## src/rtl/trng_pkg.sv

```systemverilog
// Shared TRNG datapath defaults and the constant clog2 helper.
package trng_pkg;

  localparam int TRNG_WORD_W_DEF = 32;
  localparam int TRNG_OVF_W_DEF  = 16;

  function automatic int clog2(input int value);
    int r;
    r = 0;
    for (int i = 0; i < 31; i++) begin
      if ((1 << i) < value) r = i + 1;
    end
    return r;
  endfunction

endpackage

```

## src/rtl/trng_sync_fifo.sv

```systemverilog
// Single-clock word FIFO with registered empty/full flags; head word reads as 0 when empty.
// Pointers carry one extra wrap bit so equal addresses separate full from empty.
module trng_sync_fifo
  import trng_pkg::*;
#(
  parameter int WIDTH = 32,
  parameter int DEPTH = 4
) (
  input  logic                   clk,
  input  logic                   rst,
  input  logic                   i_push,
  input  logic [WIDTH-1:0]       i_push_dat,
  input  logic                   i_pop,
  output logic [WIDTH-1:0]       o_pop_dat,
  output logic                   o_empty,
  output logic                   o_full,
  output logic [clog2(DEPTH):0]  o_level
);

  localparam int AW = clog2(DEPTH);

  logic [WIDTH-1:0] r_mem [DEPTH];
  logic [AW:0]      r_wr_ptr;
  logic [AW:0]      r_rd_ptr;
  logic [AW:0]      w_wr_next;
  logic [AW:0]      w_rd_next;
  logic             r_empty;
  logic             r_full;
  logic             w_do_push;
  logic             w_do_pop;

  // A pop frees the slot the simultaneous push needs, so full does not block it.
  assign w_do_pop  = i_pop & ~r_empty;
  assign w_do_push = i_push & (~r_full | w_do_pop);

  assign w_wr_next = r_wr_ptr + {{AW{1'b0}}, w_do_push};
  assign w_rd_next = r_rd_ptr + {{AW{1'b0}}, w_do_pop};

  always_ff @(posedge clk or posedge rst) begin
    if (rst) begin
      r_wr_ptr <= '0;
      r_rd_ptr <= '0;
      r_empty  <= 1'b1;
      r_full   <= 1'b0;
    end else begin
      r_wr_ptr <= w_wr_next;
      r_rd_ptr <= w_rd_next;
      r_empty  <= (w_wr_next == w_rd_next);
      r_full   <= (w_wr_next[AW] != w_rd_next[AW]) &&
                  (w_wr_next[AW-1:0] == w_rd_next[AW-1:0]);
    end
  end

  always_ff @(posedge clk) begin
    if (w_do_push) r_mem[r_wr_ptr[AW-1:0]] <= i_push_dat;
  end

  assign o_pop_dat = r_empty ? '0 : r_mem[r_rd_ptr[AW-1:0]];
  assign o_empty   = r_empty;
  assign o_full    = r_full;
  assign o_level   = r_wr_ptr - r_rd_ptr;

endmodule

```

## src/rtl/trng_word_packer.sv

```systemverilog
// Packs accepted TRNG bits into WORD_W-bit words behind a FIFO, counting words dropped when full.
// Optional von Neumann corrector in front of the packer: define TRNG_VN_DEBIAS_EN.
module trng_word_packer
  import trng_pkg::*;
#(
  parameter int WORD_W     = TRNG_WORD_W_DEF,
  parameter int FIFO_DEPTH = 4,
  parameter bit MSB_FIRST  = 1'b1,
  parameter int OVF_W      = TRNG_OVF_W_DEF
) (
  input  logic                        clk,
  input  logic                        rst,
  input  logic                        enable,
  input  logic                        bit_in,
  input  logic                        bit_valid,
  output logic [WORD_W-1:0]           m_data,
  output logic                        m_valid,
  input  logic                        m_ready,
  output logic [clog2(FIFO_DEPTH):0]  fill_level,
  output logic [OVF_W-1:0]            overflow_cnt
);

  localparam int              CNT_W = clog2(WORD_W);
  localparam logic [CNT_W-1:0] LAST = CNT_W'(WORD_W - 1);

  logic              w_acc;
  logic              w_bit;
  logic              w_bit_vld;
  logic [WORD_W-1:0] r_sreg;
  logic [WORD_W-1:0] w_sreg_next;
  logic [CNT_W-1:0]  r_bit_cnt;
  logic              w_word_done;
  logic              w_empty;
  logic              w_full;
  logic              w_pop;
  logic              w_drop;
  logic [OVF_W-1:0]  r_ovf_cnt;

  assign w_acc = enable & bit_valid;

`ifdef TRNG_VN_DEBIAS_EN
  logic r_pair_vld;
  logic r_pair_bit;

  always_ff @(posedge clk or posedge rst) begin
    if (rst) begin
      r_pair_vld <= 1'b0;
      r_pair_bit <= 1'b0;
    end else if (!enable) begin
      r_pair_vld <= 1'b0;
      r_pair_bit <= 1'b0;
    end else if (w_acc) begin
      r_pair_vld <= ~r_pair_vld;
      if (!r_pair_vld) r_pair_bit <= bit_in;
    end
  end

  // Unequal pair emits its first bit (01 -> 0, 10 -> 1); equal pairs vanish.
  assign w_bit_vld = w_acc & r_pair_vld & (r_pair_bit ^ bit_in);
  assign w_bit     = r_pair_bit;
`else
  assign w_bit_vld = w_acc;
  assign w_bit     = bit_in;
`endif

  assign w_sreg_next = MSB_FIRST ? {r_sreg[WORD_W-2:0], w_bit}
                                 : {w_bit, r_sreg[WORD_W-1:1]};
  assign w_word_done = w_bit_vld & (r_bit_cnt == LAST);

  always_ff @(posedge clk or posedge rst) begin
    if (rst) begin
      r_sreg    <= '0;
      r_bit_cnt <= '0;
    end else if (!enable) begin
      r_sreg    <= '0;
      r_bit_cnt <= '0;
    end else if (w_bit_vld) begin
      r_sreg    <= w_sreg_next;
      r_bit_cnt <= w_word_done ? '0 : r_bit_cnt + CNT_W'(1);
    end
  end

  trng_sync_fifo #(
    .WIDTH (WORD_W),
    .DEPTH (FIFO_DEPTH)
  ) u_fifo (
    .clk        (clk),
    .rst        (rst),
    .i_push     (w_word_done),
    .i_push_dat (w_sreg_next),
    .i_pop      (m_ready),
    .o_pop_dat  (m_data),
    .o_empty    (w_empty),
    .o_full     (w_full),
    .o_level    (fill_level)
  );

  assign m_valid = ~w_empty;
  assign w_pop   = m_valid & m_ready;
  assign w_drop  = w_word_done & w_full & ~w_pop;

  always_ff @(posedge clk or posedge rst) begin
    if (rst) begin
      r_ovf_cnt <= '0;
    end else if (w_drop && (r_ovf_cnt != '1)) begin
      r_ovf_cnt <= r_ovf_cnt + OVF_W'(1);
    end
  end

  assign overflow_cnt = r_ovf_cnt;

endmodule
```

## config.mk

```make
export PLATFORM = sky130hd
export DESIGN_NAME = trng_word_packer
export DESIGN_NICKNAME = d
export VERILOG_FILES = /design/src/rtl/trng_pkg.sv /design/src/rtl/trng_sync_fifo.sv /design/src/rtl/trng_word_packer.sv
export SDC_FILE = /design/constraint.sdc
export NUM_CORES = 1
export LEC_CHECK = 0
export BUFFER_PORTS_ARGS = -buffer_cell sky130_fd_sc_hd__buf_2
export CORE_ASPECT_RATIO = 0.9
export CORE_UTILIZATION = 30
export DETAILED_ROUTE_END_ITERATION = 12
export SYNTH_ARGS = -nofsm -noshare
export SYNTH_HDL_FRONTEND = slang
export SYNTH_SLANG_ARGS = --single-unit
export TNS_END_PERCENT = 10
```

## constraint.sdc

```tcl
create_clock -name clk -period 8.4 [get_ports clk]
set_input_delay 1.68 -clock clk [delete_from_list [all_inputs] [get_ports clk]]
set_output_delay 1.68 -clock clk [all_outputs]
set_load 0.03 [all_outputs]
```

==> results.md <==
- Status: finished clean
- Largest area contributor in the synthesized netlist: edfxtp_1
- Core area: between 0.02 and 0.03 mm2
- Distinct cell type count after synthesis: 39
- Non-filler cells in the finished layout: roughly 860
- WP data arrival: 4.53 ns
- Power density over the cells: 254.3 mW/mm2
- 1st-iter DRT viols: about 170
- Number of synthesized register bits: 188
- Number of hold-slack violations in the final timing report: 0
- Clock insertion delay at the later pin of the skew report: 0.43 ns
- Measured slew at the worst slew-check pin: 1.105 ns
- Largest vdd supply drop: 139.7 uV
- Die X-Extent: 170.4 um
- Seq. cell area: roughly 0.0053 mm2
- Synth top area cells: edfxtp_1 (50%), dfrtp_1 (19%), mux4_2 (9.4%)
- Final Critical Period: 4.421 ns
- Remaining antenna violation count: 0
- Most frequently used flop master after synthesis: edfxtp_1
- Final wirelength: about 14000 um
- Path category of the worst min-delay check: flip-flop to flip-flop
- Slack of the worst reg-to-reg path: 5.20 ns
- Crit Path Max Fanout: 39
- Vertical extent of the die: 153.6 um
- Largest net degree at the start of global routing: 61
- Critical path endpoint category: flip-flop
- Number of sinks on the clock net: 188
- Compound-Gate Fraction of Synth Area: less than 1%
- Number of synthesized flops with an enable pin: 128
- Starting utilization of the core area: 30.50%
- Remaining design rule violation count: 0
- Worst Setup Start Kind: input pin
- Total number of nets in the final design: 521
- Final worst path period share: 52.63%
- Final worst clock skew: ~0.010 ns
- Clock buffer depth: 2
- Layout cell share with drive strength beyond 1: between 20% and 30%
- H-tree depth: 4
- Initial antenna violation count: 0
- Buffers inserted by post-CTS timing repair: 0
- Post-layout total power: 2.278 mW
- Average vias per placed instance: 4.424
- Tot GR Track Use: 11.37%
- CTS root buf: clkbuf_16
- DRT Pass-1 Iters: 6
- Number of standard cells after synthesis: approximately 440
- DR vias: around 3.8k
- Number of placement rows: between 50 and 60
- Top cell type's share of synthesized area: 50.17%
- Leak pwr: roughly 3.5 nW
- Routability cong.: 0.7326
- Number of input and output port buffers inserted: 57
- Number of max-capacitance violations reported: 0
- Area used by multi-input combinational logic: 0.002196 mm2
- Synth Net Count: 456
- Total clock buffers created by CTS: 17
- TritonCTS clock tree: done
- CTS hold repair buffers: 0
- Post-cts gate resize count: 0
- Simple-gate share of the synthesized area: 10.17%
- Unrepaired setup endpoints after global routing: false
- Total half-perimeter wirelength after legalization and detailed placement: roughly 8700 um
- CP Data Required Time: between 8 and 9 ns
- Num ports: 58
- Post-Synthesis Mean Instance Area: 17.37 um2
- Post-synthesis mux area share: 13.91%
- Overflow left after global routing: 0
- Warnings from Yosys: 0
- Vias in the first global route: 4100
- CTS clk-pin slew, worst paths: 0.08 ns
- Dominant combinational cell family by area after synthesis: multiplexers
- Filler Cell Count: 2361
- Share of synthesized area occupied by flip-flops and latches: between 60% and 70%
- Crit Path Class: input pin to flip-flop
- Relative area change from synthesis to final layout: 16.92%
- Accumulated negative setup slack: 0 ns
- Number of antenna repair diodes: 0
- Final-report max-slew violation count: 0
- Max_slew headroom: 26.31%
- Arithmetic-cell share of the synthesized area counting full adders, half adders and majority gates: 1.568%
- Max Freq: 226.2 MHz
- Placed Instances: approximately 830
- Post-Synth XOR/XNOR Area: under 10%
- Post-DR wirelength/cell: roughly 16 um
- Global-route wire length before repair: 22440 um
- Proportion of register bits with asynchronous set or reset after synthesis: between 30% and 40%
- Final setup viols: 0
- Die ar.: approximately 0.026 mm2
- Cell area after synthesis: 0.007661 mm2
-- critical path: stages --
cell      delay (ns)
buf_2           0.80
and3_1          0.40
a21boi_0        0.46
and3_1          0.74
buf_4           0.42
-- stage by stage --
stage                     setup WS, ns  hold slack (ns)  utilization [%]  instance area (um2)
final                            3.979           0.4989            35.66                 8957
after global routing             3.785           0.5179            35.66                 8957
after CTS                        3.955           0.4968            35.66                 8957
after detailed placement         3.494           0.4844            33.23                 8347
after global placement           3.575           0.4776            33.23                 8347
after floorplan                  4.736           0.4753                -                 7661
-- power by group --
group	switching, mW	leakage, nW	internal [mW]
clock network	0.396	0.294	0.408
registers	0.0320	2.01	0.993
logic	0.271	1.17	0.178
-- synthesized netlist by cell type, drive strengths merged, types with 6 or more instances --
master  number
and2        34
and3         7
buf         10
clkbuf       8
dfrtp       59
edfxtp     128
ha           8
inv         10
mux2i       33
mux4        32
nand2        7
nand4        6
nor2b       35
nor3         8
nor4         6
xnor2        6
xor2        16
-- layout by cell type (no fill, tap or decap), drive strengths merged, types with 3 or more instances in the layout --
cell type  instances
dfrtp             59
nor2b             35
edfxtp           128
xor2              16
and3               7
clkbuf            17
ha                 8
nand2              7
nor4b              3
mux2i             33
nand3              4
nor3               8
mux4              32
buf               64
nor4               6
xnor2              6
nand2b             3
inv               19
nor2               4
nand4              6
clkinv             5
and2              34
-- worst paths after layout --
check | start | depth (start not counted) | end
min in group asynchronous | rst | 3 | r_sreg[9]$_DFFE_PP0P_
max in group asynchronous | rst | 3 | u_fifo.r_rd_ptr[0]$_DFF_PP0_
max reg2reg | r_bit_cnt[0]$_DFFE_PP0P_ | 7 | u_fifo.r_mem[1][0]$_DFFE_PP_
max | bit_valid | 5 | u_fifo.r_mem[1][0]$_DFFE_PP_
min | overflow_cnt[15]$_DFFE_PP0P_ | 1 | overflow_cnt[15]$_DFFE_PP0P_
min reg2reg | overflow_cnt[15]$_DFFE_PP0P_ | 1 | overflow_cnt[15]$_DFFE_PP0P_
-- registers in the layout (all words and copies together) (netlist names) --
register and count:
u_fifo.o_full 1, r_bit_cnt 5, u_fifo.o_empty 1, r_sreg 31, u_fifo.r_mem 128, u_fifo.r_rd_ptr 3, overflow_cnt 16, u_fifo.r_wr_ptr 3
-- cell type report --
class / count / share of cell area (%)
Sequential cell: 188 / 59.70
Timing Repair Buffer: 64 / 3.771
Multi-Input combinational cell: 225 / 24.51
Clock buffer: 17 / 4.749
Inverter: 10 / 0.4191
Clock inverter: 15 / 2.067
Tap cell: 342 / 4.777
-- per-layer routing --
metal  global-route usage, %  routed length (um)
met2                   18.83                6785
met3                   3.140                 475
met5                       0                   0
met4                   3.260                 124
met1                   14.53                6528
-- logic make-up (layout without fill, tap and decap cells) --
kind of cell	count (synthesis)	after routing
compound gates	6	6
xor+xnor	22	22
fa+ha+maj	9	9
buf+inv	28	106
flops	188	188
mux	66	66
simple gates	122	122
No activity file was read; power rests on OpenSTA's default activity.
